<file path="src/rtl/bus_arbiter_pkg.sv">
// Shared definitions for the processor bus arbiter: bus width, requester
// indices used by both the processor and the arbiter, and the FSM state type.
package bus_arbiter_pkg;

    localparam int BUS_WIDTH = 16;

    localparam int REQ_REG = 0;
    localparam int REQ_ALU = 1;
    localparam int REQ_DIN = 2;
    localparam int REQ_MEM = 3;

    typedef enum logic {
        ST_IDLE  = 1'b0,
        ST_GRANT = 1'b1
    } arb_state_e;

endpackage

</file>
<file path="src/rtl/bus_arbiter_rr_picker.sv">
// Combinational round-robin picker: returns the first asserted request found
// when searching circularly upward from ptr.
module rr_picker #(
    parameter int NREQ = 4,
    parameter int IW   = $clog2(NREQ)
) (
    input  logic [NREQ-1:0] req,
    input  logic [IW-1:0]   ptr,
    output logic            found,
    output logic [IW-1:0]   idx
);

    // Walk offsets from farthest to nearest so the nearest hit is written last.
    always_comb begin
        found = 1'b0;
        idx   = '0;
        for (int k = NREQ - 1; k >= 0; k--) begin
            int c;
            c = int'(ptr) + k;
            if (c >= NREQ) begin
                c = c - NREQ;
            end
            if (req[c]) begin
                found = 1'b1;
                idx   = IW'(c);
            end
        end
    end

endmodule

</file>
<file path="src/rtl/bus_arbiter.sv">
// Round-robin arbiter and data mux for the shared processor bus, with a hold
// timeout that preempts a long-running owner and a halt input that parks the bus.
module bus_arbiter
    import bus_arbiter_pkg::*;
#(
    parameter int NREQ     = 4,
    parameter int WIDTH    = BUS_WIDTH,
    parameter int MAX_HOLD = 8,
    parameter int IW       = $clog2(NREQ),
    parameter int HW       = $clog2(MAX_HOLD)
) (
    input  logic                  clock,
    input  logic                  resetn,
    input  logic [NREQ-1:0]       req,
    input  logic [NREQ*WIDTH-1:0] data_in,
    input  logic                  halt,
    output logic [NREQ-1:0]       grant,
    output logic [IW-1:0]         owner,
    output logic [WIDTH-1:0]      bus,
    output logic                  bus_enable,
    output logic                  preempt,
    output arb_state_e            dbg_state
);

    arb_state_e      state_q, state_d;
    logic [NREQ-1:0] grant_q, grant_d;
    logic [IW-1:0]   owner_q, owner_d;
    logic [IW-1:0]   rr_ptr_q, rr_ptr_d;
    logic [HW-1:0]   hold_q, hold_d;
    logic            preempt_q, preempt_d;

    logic [IW-1:0]   owner_next;
    logic [IW-1:0]   pick_ptr;
    logic [NREQ-1:0] pick_req;
    logic            pick_found;
    logic [IW-1:0]   pick_idx;
    logic            timeout;

    assign owner_next = (int'(owner_q) == NREQ - 1) ? '0 : owner_q + IW'(1);
    assign timeout    = (hold_q == HW'(MAX_HOLD - 1));

    // While granted, search past the owner and ignore it so a timeout hands off to someone else.
    assign pick_ptr = (state_q == ST_GRANT) ? owner_next : rr_ptr_q;
    assign pick_req = (state_q == ST_GRANT) ? (req & ~grant_q) : req;

    rr_picker #(
        .NREQ (NREQ),
        .IW   (IW)
    ) u_picker (
        .req   (pick_req),
        .ptr   (pick_ptr),
        .found (pick_found),
        .idx   (pick_idx)
    );

    always_comb begin
        state_d   = state_q;
        grant_d   = grant_q;
        owner_d   = owner_q;
        rr_ptr_d  = rr_ptr_q;
        hold_d    = hold_q;
        preempt_d = 1'b0;
        case (state_q)
            ST_IDLE: begin
                if (pick_found && !halt) begin
                    state_d = ST_GRANT;
                    owner_d = pick_idx;
                    grant_d = NREQ'(1) << pick_idx;
                    hold_d  = '0;
                end
            end
            ST_GRANT: begin
                if (halt) begin
                    state_d = ST_IDLE;
                    grant_d = '0;
                    hold_d  = '0;
                end else if (!req[owner_q]) begin
                    rr_ptr_d = owner_next;
                    hold_d   = '0;
                    if (pick_found) begin
                        owner_d = pick_idx;
                        grant_d = NREQ'(1) << pick_idx;
                    end else begin
                        state_d = ST_IDLE;
                        grant_d = '0;
                    end
                end else if (timeout && pick_found) begin
                    rr_ptr_d  = owner_next;
                    owner_d   = pick_idx;
                    grant_d   = NREQ'(1) << pick_idx;
                    hold_d    = '0;
                    preempt_d = 1'b1;
                end else if (!timeout) begin
                    hold_d = hold_q + HW'(1);
                end
            end
            default: begin
                state_d = ST_IDLE;
                grant_d = '0;
            end
        endcase
    end

    always_ff @(posedge clock or negedge resetn) begin
        if (!resetn) begin
            state_q   <= ST_IDLE;
            grant_q   <= '0;
            owner_q   <= '0;
            rr_ptr_q  <= '0;
            hold_q    <= '0;
            preempt_q <= 1'b0;
        end else begin
            state_q   <= state_d;
            grant_q   <= grant_d;
            owner_q   <= owner_d;
            rr_ptr_q  <= rr_ptr_d;
            hold_q    <= hold_d;
            preempt_q <= preempt_d;
        end
    end

    assign grant      = grant_q;
    assign owner      = owner_q;
    assign bus_enable = (state_q == ST_GRANT);
    assign bus        = bus_enable ? data_in[int'(owner_q)*WIDTH +: WIDTH] : '0;
    assign preempt    = preempt_q;
    assign dbg_state  = state_q;

endmodule
</file>
<file path="config.mk">
export PLATFORM = sky130hd
export DESIGN_NAME = bus_arbiter
export DESIGN_NICKNAME = d
export VERILOG_FILES = /design/src/rtl/bus_arbiter_pkg.sv /design/src/rtl/bus_arbiter_rr_picker.sv /design/src/rtl/bus_arbiter.sv
export SDC_FILE = /design/constraint.sdc
export NUM_CORES = 1
export LEC_CHECK = 0
export CAP_MARGIN = 10
export CELL_PAD_IN_SITES_DETAIL_PLACEMENT = 0
export CELL_PAD_IN_SITES_GLOBAL_PLACEMENT = 1
export CORE_MARGIN = 2
export CORE_UTILIZATION = 25
export DETAILED_ROUTE_END_ITERATION = 16
export PLACE_DENSITY = 0.85
export SLEW_MARGIN = 30
export SYNTH_ARGS = -nofsm -noshare
export SYNTH_HDL_FRONTEND = slang
export SYNTH_SLANG_ARGS = --single-unit
</file>
<file path="constraint.sdc">
create_clock -name clock -period 2.6 [get_ports clock]
set_clock_uncertainty 0.2 [all_clocks]
set_input_delay 0.65 -clock clock [delete_from_list [all_inputs] [get_ports clock]]
set_output_delay 0.65 -clock clock [all_outputs]
set_load 0.05 [all_outputs]
</file>
=== Word level (Yosys, flattened, before mapping) ===
Cells that the tools add are included.

* Bitwise logic cells: 4
* Order comparisons: 9
* Equality and inequality tests: 9
* Multiplexer cells: 59
* Reduce and logical (&&, ||, !) cells: 7
* Shifts and indexed selects: 2
* Add/subtract/negate cells: 9

{| class="wikitable"
|+ Operators with widths
! operator !! count
|-
| $lt 32x4->1 const B || 4
|-
| $mux 32 || 4
|-
| $ge 32x4->1 const B || 3
|-
| $sub 32x4->32 const B || 3
|-
| $shiftx 64x7->16 || 1
|-
| $mux 2 || 13
|-
| $mux 4 || 6
|-
| $mux 1 || 21
|-
| $mux 16 || 1
|-
| $mux 3 || 5
|-
| $bmux 1 s2 || 5
|-
| $pmux 4 s2 || 1
|-
| $add 2x2->3 const B || 2
|-
| $pmux 3 s2 || 1
|-
| $ne 5x4->1 const B || 1
|-
| $and 4x4->4 || 1
|-
| $ne 2x2->1 const B || 2
|-
| $ne 4x3->1 const B || 1
|-
| $not 4->4 || 1
|-
| $pmux 2 s2 || 1
|-
| $reduce_and 2->1 || 2
|-
| $reduce_and 4->1 || 1
|-
| $shl 1x2->4 const A || 1
|-
| $sub 2x3->4 const B || 1
|-
| 15 further kinds || 17
|}

* Register bits after elaboration: 13
* Logic and storage cells: 105
* Input bits: 71
* Output and inout port bits: 25

=== Longest topological paths before layout ===
Gate-level depths: netlist of the first run.

* Depth after elaboration: 18
* Depth in mapped cells: 6

=== Hierarchy ===
From an unflattened synthesis of the first run, not the netlist that was laid out.

* Cell total of the unflattened synthesis: 116
* Area total of the unflattened synthesis: 1290.0 um^2

{| class="wikitable"
|+ Modules (own cells, without submodules)
! module !! sequential area each (um^2) !! cells each !! area each (um^2) !! times used
|-
| bus_arbiter || 325.3 || 103 || 1212.4 || 1
|-
| rr_picker || 0.0 || 13 || 77.6 || 1
|}

=== Worst setup path after synthesis of the first run ===
No wires, ideal clock.

* Kind: reg2out
* Start: reg owner_q[0] (netlist: owner[0])
* End: out bus[10]
* Data arrival time: 2.123 ns
* Stages on the path, launching flop included: 5
* Required time: 1.750 ns
* Setup slack: -0.373 ns
* Cell sequence: dfrtp_1 buf_2 buf_2 mux4_2 and2_1

* Longest elaborated chain between the ends: 2

{| class="wikitable"
|+ Ends and longest elaborated chain
! element !! line !! RTL
|-
| start, declared || bus_arbiter.sv:27 || <nowiki>logic [IW-1:0] owner_q, owner_d;</nowiki>
|-
| start signal, assigned || bus_arbiter.sv:115 || <nowiki>owner_q <= owner_d;</nowiki>
|-
| $shiftx 64x7->16 || bus_arbiter.sv:125 || <nowiki>assign bus = bus_enable ? data_in[int'(owner_q)*WIDTH +: WIDTH] : '0;</nowiki>
|-
| $mux 16 || bus_arbiter.sv:125 ||
|-
| end, declared || bus_arbiter.sv:19 || <nowiki>output logic [WIDTH-1:0] bus,</nowiki>
|}

Every way passes these cells.

=== Final worst setup path of the first run ===
* Start: in data_in[57]
* End: out bus[9]

* Longest elaborated chain between the ends: 2

{| class="wikitable"
|+ Ends and longest elaborated chain
! element !! line !! RTL
|-
| start, declared || bus_arbiter.sv:15 || <nowiki>input logic [NREQ*WIDTH-1:0] data_in,</nowiki>
|-
| $shiftx 64x7->16 || bus_arbiter.sv:125 ||
|-
| $mux 16 || bus_arbiter.sv:125 ||
|}

Every way passes these cells.

==> flow_metrics.tcl, run 1 <==
set metrics [dict create \
    status "complete, no violations" \
    power_frac_comb 0.782 \
    crit_fanout 1 \
    postCtsSetupBuffers 0 \
    switching_share 0.462 \
    layout-drive-gt1-share 0.384 \
    p_leak_nw 1.23 \
    hp-start "rr_ptr_q[1]" \
    critPathKind "input pin to output port" \
    die_area_um2 5900 \
    core_area_um2 5110 \
    die_h_um 76.8 \
    drc_errors 0 \
    syn2layout_area_growth_pct 91.4 \
    slew_headroom 0.606 \
    ys_seq_area_frac 0.246 \
    cts_tree "yes" \
    grt_max_degree 17 \
    period_needed_ps 2540 \
    vias 1384 \
    required_ps 1750 \
    clkPwrFrac 0.071 \
    cp.arrival_ps 1690 \
    synth_nets 188 \
    grt_pass1_vias 1450 \
    seq_power_share 0.147 \
    crit_chain "dlygate4sd2_1 -> mux4_2 -> and2_4 -> buf_8" \
    cts_buffers 3 \
    rows 26 \
    async_flop_share 1.00 \
    routed_via_density 4.84 \
    switching_power_mw 1.17 \
    netlist_instances 114 \
    synth_warnings 0 \
    clock_path_buffers 2 \
    worst_setup_path_end_kind "output port" \
    overflow 0 \
    post-route-period-util 0.977 \
    synth_area_per_cell_um2 11.6 \
    place_hpwl_um 3380 \
    synth_edf_count 0 \
    root_buffer "clkbuf_8" \
    layoutNonFillerInstCount 286 \
    cp_slowest_cell "mux4_2" \
    clock.fmax_mhz 393 \
    postCtsHoldBufs 0 \
    die_w_um 76.8 \
    power_mw 2.53 \
    drt-total-wl_um 4570 \
    max_stage_delay_ps 480 \
    ios 96 \
    grt_usage 0.154 \
    mostFrequentLayoutCell "dlygate4sd2_1" \
    p_per_area_nw_per_um2 997 \
    hold_viol_final 0 \
    cts.sinks 13 \
    place_inst 282 \
    clk_latency_ps 240 \
    antenna_found_initial 0 \
    worst_slack_ps 58.7 \
    syn_area_um2 1330 \
    ys_types 40 \
    cap_violations 0 \
    ir_drop_v 0.000672 \
    path_buf_inv 2 \
    hold_path_class "flop to flop" \
    h-tree-depth 1 \
    cp-start-kind "input pin" \
    p_int_mw 1.36 \
    port_buffers 95 \
    holdWs_ps 304 \
    path_clk_slew_ps 50 \
    drt_iter0_drc 33 \
    dp_slack_ps -176 \
    setup_violations 0 \
    cp-startpoint "data_in[57]" \
    wire_per_inst_um 16.0 \
    antenna_cells 0 \
    utilization 0.497 \
    cp_top_family "multiplexers" \
    gp_congestion 0.710 \
    synth-main-ff-cell "dfrtp_1" \
    r2r-start "owner[0]" \
    firstDrtPassIters 4 \
    start_util 0.259 \
    nNetsFinal 291 \
    worst_pin_slew_ps 589 \
    ant_nets 0 \
    grt_first_pass_wirelength_um 7210 \
    grt_setup_unrepaired "no" \
    final_cell_mix "dlygate4sd2_1, mux4_2, and2_4, buf_8" \
    synth_seq_cells 13 \
    slew_violations 0 \
]
-- what timing repair did --
item,CTS,global route
resized for setup,101,16
gates cloned,0,0
pin swaps,2,0
endpoints found under the setup margin,16,4
-- cell usage after synthesis (all sizes together), types with 3 or more instances --
cell type  instances  area, µm²
mux2               3       37.5
and2              17        109
nand2              5       23.8
ha                 3       37.5
nand2b             4       25.0
clkbuf             3       11.3
a22o               6       52.6
a21oi              4       20.0
mux4              17        398
a21boi             3       26.3
dfrtp             13        325
nor2               7       28.8
inv                3       11.3
buf                5       36.3
-- path summary, 6_finish.rpt --
kind                            slack (ps)          end  cells past startpoint
worst max-delay path                    60       bus[9]                      4
worst min-delay path                   300  rr_ptr_q[1]                      1
worst max register to register         220     grant[1]                      7
worst min register to register         300  rr_ptr_q[1]                      1
max in group asynchronous             1200     owner[0]                      1
min in group asynchronous              580     grant[1]                      1
-- cell type report --
class	instances	area, µm²
Inverter	4	15.0
Tap cell	70	87.6
Timing Repair Buffer	106	1100
Fill cell	501	2570
Multi-Input combinational cell	89	962
Sequential cell	13	329
Clock buffer	4	45.0
-- power by group through the flow --
| stage | logic, mW | clock network (mW) | registers, mW |
|---|---|---|---|
| global placement | 1.73 | 0 | 0.372 |
| finish | 1.98 | 0.180 | 0.371 |
| floorplan | 1.08 | 0 | 0.485 |
| detailed placement | 1.75 | 0 | 0.372 |
| CTS | 1.96 | 0.189 | 0.370 |
| global route | 2.08 | 0.199 | 0.389 |
-- cells by family (layout without fill, tap and decap cells) --
kind of cell,Yosys count,count (layout),share of synthesized area
simple gates,39,39,0.178
compound gates,26,26,0.164
mux,21,21,0.336
flops,13,13,0.246
buf+inv,12,114,0.0472
fa+ha+maj,3,3,0.0283
-- per-layer routing --
| layer | up-vias | GRT usage | share of wire |
|---|---|---|---|
| met4 | 0 | 0.0582 | 0.019 |
| met5 | - | 0 | 0 |
| li1 | 651 | - | - |
| met1 | 656 | 0.175 | 0.40 |
| met2 | 69 | 0.274 | 0.50 |
| met3 | 8 | 0.0412 | 0.086 |
-- state kept, by name, summed over array words and instances (netlist names) --
name / count
owner: 2
preempt: 1
rr_ptr_q: 2
hold_q: 3
bus_enable: 1
grant: 4
-- metrics by stage --
stage / setup TNS [ps] / instance area, µm²
2_1_floorplan: 0 / 1350
5_1_grt: 0 / 2540
3_5_place_dp: -2010 / 2390
4_1_cts: -195 / 2490
6_report: 0 / 2540
3_3_place_gp: -1860 / 2390
Power figures use the tool's default switching activity.
==> run 2: changes to the inputs <==
Settings changed: PLACE_DENSITY 0.85 to unset, PLACE_DENSITY_LB_ADDON set to 0.1, SLEW_MARGIN 30 to 20.
==> run 2 against run 1 <==
Against the previous run:
- register-to-register slack improved by 60 ps
- largest power group unchanged
- critical endpoint is now bus[10]
- largest cell class unchanged
- core utilization fell by 0.49 points
- via count unchanged
==> flow_metrics.tcl, run 2 (synthesis gave the netlist of run 1 again) <==
set metrics [dict create \
    status "complete, no violations" \
    grt_setup_unrepaired "no" \
    setup_violations 0 \
    cap_violations 0 \
    antenna_cells 0 \
    path_buf_inv 2 \
    crit_fanout 6 \
    slew_headroom 0.573 \
    holdWs_ps 304 \
    die_h_um 76.8 \
    drc_errors 0 \
    seq_area_um2 329 \
    cp_top_family "multiplexers" \
    start_util 0.259 \
    root_buffer "clkbuf_8" \
    p_per_area_nw_per_um2 1030 \
    cp.arrival_ps 1680 \
    max_stage_delay_ps 510 \
    crit_chain "buf_6 -> mux4_2 -> and2_4 -> buf_8" \
    overflow 0 \
    die_w_um 76.8 \
    worst_setup_path_end_kind "output port" \
    drt-total-wl_um 4780 \
    h-tree-depth 1 \
    hold_path_class "flop to flop" \
    clock_path_buffers 2 \
    switching_share 0.459 \
    p_int_mw 1.40 \
    routed_via_density 4.82 \
    gp_congestion 0.780 \
    clk_latency_ps 240 \
    drt_iter0_drc 28 \
    cp-start-kind "flop" \
    slew_violations 0 \
    placed_cell_area_um2 2390 \
    cts_tree "yes" \
    cts_buffers 3 \
    final_area_um2 2510 \
    grt_first_pass_wirelength_um 7830 \
    multi_input_area_um2 962 \
    cp_slowest_cell "mux4_2" \
    period_needed_ps 2530 \
    cts.sinks 13 \
    ios 96 \
    grt_usage 0.166 \
    ir_drop_v 0.000533 \
    firstDrtPassIters 4 \
    p_leak_nw 1.15 \
    syn2layout_area_growth_pct 89.5 \
    grt_max_degree 21 \
    port_buffers 95 \
    clkPwrFrac 0.071 \
    vias 1384 \
    layout-drive-gt1-share 0.387 \
    mostFrequentLayoutCell "dlygate4sd2_1" \
    hold_viol_final 0 \
    place_hpwl_um 3740 \
    core_area_um2 5110 \
    fillCellCount 510 \
    path_clk_slew_ps 60 \
    switching_power_mw 1.19 \
    rows 26 \
    power_frac_comb 0.784 \
    critPathKind "flop to output port" \
    wire_per_inst_um 16.7 \
    final_cell_mix "dlygate4sd2_1, mux4_2, and2_4, buf_8, buf_4" \
    nNetsFinal 292 \
    post-route-period-util 0.974 \
    worst_pin_slew_ps 638 \
    ant_nets 0 \
    required_ps 1750 \
    clock.fmax_mhz 395 \
    largest_reg_flops 4 \
    seq_power_share 0.145 \
    antenna_found_initial 0 \
    grt_pass1_vias 1475 \
    die_area_um2 5900 \
]
[run 2: changes by cell type in the layout (fill, tap and decap cells not counted)]
cell / change
dlygate4sd2_1: +12
dlymetal6s2s_1: -12
buf_12: +1
[run 2: worst paths after layout]
path	start	endpoint	slack, ps	cells after the start
max	owner[0]	bus[10]	70	4
min	hold_q[1]	hold_q[1]	300	1
max reg2reg	bus_enable	grant[1]	280	6
min reg2reg	hold_q[1]	hold_q[1]	300	1
max in group asynchronous	resetn	bus_enable	1140	1
min in group asynchronous	resetn	grant[1]	600	1
[run 2: power groups by stage]
stage          Clock (mW)  Combinational, mW  Sequential [mW]
2_1_floorplan           0               1.08            0.485
3_3_place_gp            0               1.77            0.377
3_5_place_dp            0               1.78            0.378
4_1_cts             0.190               2.01            0.381
5_1_grt             0.197               2.14            0.391
6_report            0.183               2.03            0.374
[run 2: area by class of cell]
| class | instances | share of cell area |
|---|---|---|
| timing repair buffer | 107 | 0.427 |
| multi-input combinational | 89 | 0.383 |
| sequential | 13 | 0.131 |
| tap | 70 | 0.0349 |
| clock buffer | 4 | 0.0179 |
| inverter | 4 | 0.00598 |
[run 2: worst register-to-register path, cell delays in order, from the launching register on]
cell and delay [ps]:
dfrtp_2 550, buf_4 240, a21boi_1 280, a32oi_1 170, o221a_2 310, and4bb_1 250
a22o_1 220
[run 2: metal layers]
layer | share of wire | vias up | routed length, µm | global-route usage
met1 | 0.41 | 672 | 1980 | 0.200
met2 | 0.53 | 58 | 2540 | 0.312
li1 | - | 650 | - | -
met4 | 0.0063 | 0 | 30 | 0.0327
met5 | 0 | - | 0 | 0
met3 | 0.048 | 4 | 231 | 0.0212
[run 2: stage by stage]
stage	TNS [ps]	setup WS (ps)	power, mW	util	instances
finish	0	67.8	2.58	0.492	287
floorplan	0	26.7	1.57	-	114
CTS	0	28.0	2.58	0.489	285
global route	0	6.57	2.72	0.492	287
global placement	-1890	-134	2.14	0.468	281
detailed placement	-2340	-142	2.16	0.468	281
[run 2: what timing repair did]
item,4_1_cts,5_1_grt
hold buffers,0,0
resized for setup,117,0
setup endpoints to repair,16,16
setup buffers,0,2
gates cloned,0,0
==> run 3: changes to the inputs <==
--- a/constraint.sdc
+++ b/constraint.sdc
@@ -4,2 +4,2 @@
 set_output_delay 0.65 -clock clock [all_outputs]
-set_load 0.05 [all_outputs]
+set_load 0.1 [all_outputs]
==> run 3 against run 2 <==
Against the previous run:
- via count hardly changed
- die area unchanged
- count of clock-buffer cells in the layout did not move
- combinational power increased by 33%
- fmax grew 0.24%
- critical endpoint is now bus[0]
==> flow_metrics.tcl, run 3 (synthesis gave the netlist of run 1 again) <==
set metrics [dict create \
    status "complete, no violations" \
    largest_reg_flops 4 \
    vias 1383 \
    p_int_mw 1.52 \
    worst_pin_slew_ps 573 \
    post-route-period-util 0.972 \
    grt_first_pass_wirelength_um 7960 \
    rows 26 \
    path_buf_inv 2 \
    period_needed_ps 2530 \
    crit_chain "dlygate4sd2_1 -> mux4_2 -> and2_4 -> buf_12" \
    switching_power_mw 1.76 \
    firstDrtPassIters 4 \
    power_frac_comb 0.826 \
    dp_slack_ps -196 \
    grt_pass1_vias 1470 \
    slew_violations 0 \
    cts_tree "yes" \
    syn2layout_area_growth_pct 96.3 \
    cp.arrival_ps 1680 \
    fillCellCount 499 \
    grt_usage 0.167 \
    grt_setup_unrepaired "no" \
    port_buffers 95 \
    root_buffer "clkbuf_8" \
    clock_path_buffers 2 \
    cts_buffers 3 \
    cp_top_family "multiplexers" \
    drc_errors 0 \
    routed_via_density 4.87 \
    seq_power_share 0.120 \
    setup_violations 0 \
    antenna_cells 0 \
    crit_fanout 1 \
    final_cell_mix "dlygate4sd2_1, buf_12, mux4_2, and2_4, buf_4" \
    drt-total-wl_um 4800 \
    critPathKind "input pin to output port" \
    required_ps 1750 \
    ios 96 \
    h-tree-depth 1 \
    ant_nets 0 \
    placed_cell_area_um2 2580 \
    place_hpwl_um 3960 \
    clk_latency_ps 240 \
    p_per_area_nw_per_um2 1260 \
    hold_viol_final 0 \
    die_h_um 76.8 \
    postCtsHoldBufs 0 \
    holdWs_ps 316 \
    layoutNonFillerInstCount 284 \
    ir_drop_v 0.000869 \
    drt_iter0_drc 23 \
    place_inst 276 \
    layout-drive-gt1-share 0.407 \
    worst_setup_path_end_kind "output port" \
    nNetsFinal 289 \
    core_area_um2 5110 \
    switching_share 0.536 \
    max_stage_delay_ps 460 \
    slew_headroom 0.617 \
    clock.fmax_mhz 396 \
    cap_violations 0 \
    start_util 0.259 \
    worst_slack_ps 73.9 \
    gp_congestion 0.817 \
    overflow 0 \
    die_area_um2 5900 \
    path_clk_slew_ps 50 \
    cp-start-kind "input pin" \
    grt_max_degree 19 \
    final_area_um2 2600 \
    clkPwrFrac 0.054 \
    mostFrequentLayoutCell "dlygate4sd2_1" \
    antenna_found_initial 0 \
    die_w_um 76.8 \
    p_leak_nw 1.18 \
    cts.sinks 13 \
    wire_per_inst_um 16.9 \
    hold_path_class "flop to flop" \
    cp_slowest_cell "mux4_2" \
]
-- run 3: layer usage --
layer,vias up,routed length (µm),GRT usage
met5,-,0,0
met4,0,15,0.0273
met3,2,256,0.0294
met2,57,2530,0.305
met1,678,1990,0.206
li1,646,-,-
-- run 3: worst reg2reg max path: stages (launching register included) --
cell,delay [ps]
dfrtp_4,490
buf_6,160
buf_4,140
ha_1,320
mux2i_4,200
a21oi_1,110
o221a_2,280
and4bb_1,230
a22o_1,210
-- run 3: per-stage QoR --
| step | power, mW | setup TNS (ps) | util |
|---|---|---|---|
| floorplan | 2.19 | 0 | - |
| global route | 3.42 | 0 | 0.509 |
| finish | 3.28 | 0 | 0.509 |
| detailed placement | 3.01 | -2050 | 0.506 |
| global placement | 2.98 | -1710 | 0.506 |
| CTS | 3.28 | 0 | 0.507 |
-- run 3: path summary, 6_finish.rpt --
path,slack (ps),end,cells past startpoint,from
max,70,bus[0],4,data_in[48]
min,320,hold_q[2],1,hold_q[2]
max reg2reg,140,grant[3],8,owner[0]
min reg2reg,320,hold_q[2],1,hold_q[2]
max in group asynchronous,1190,owner[1],1,resetn
min in group asynchronous,580,grant[2],1,resetn
-- run 3: final cells by class --
type | count | area [µm²] | share of cell area
Clock buffer | 4 | 45.0 | 0.0173
Multi-Input combinational cell | 89 | 975 | 0.375
Timing Repair Buffer | 104 | 1140 | 0.439
Tap cell | 70 | 87.6 | 0.0337
Sequential cell | 13 | 337 | 0.129
Inverter | 4 | 15.0 | 0.00577
-- run 3: power groups by stage --
stage / Sequential, mW / Clock [mW] / Combinational [mW]
global placement: 0.452 / 0 / 2.53
detailed placement: 0.461 / 0 / 2.55
finish: 0.392 / 0.179 / 2.71
global route: 0.407 / 0.195 / 2.82
floorplan: 0.665 / 0 / 1.52
CTS: 0.390 / 0.183 / 2.71
-- run 3: repair_timing --
item / in CTS / in global routing
cloned: 0 / 0
buffers inserted: 4 / 0
resized for setup: 74 / 2
endpoints found under the hold margin: 0 / 0
setup endpoints to repair: 16 / 3
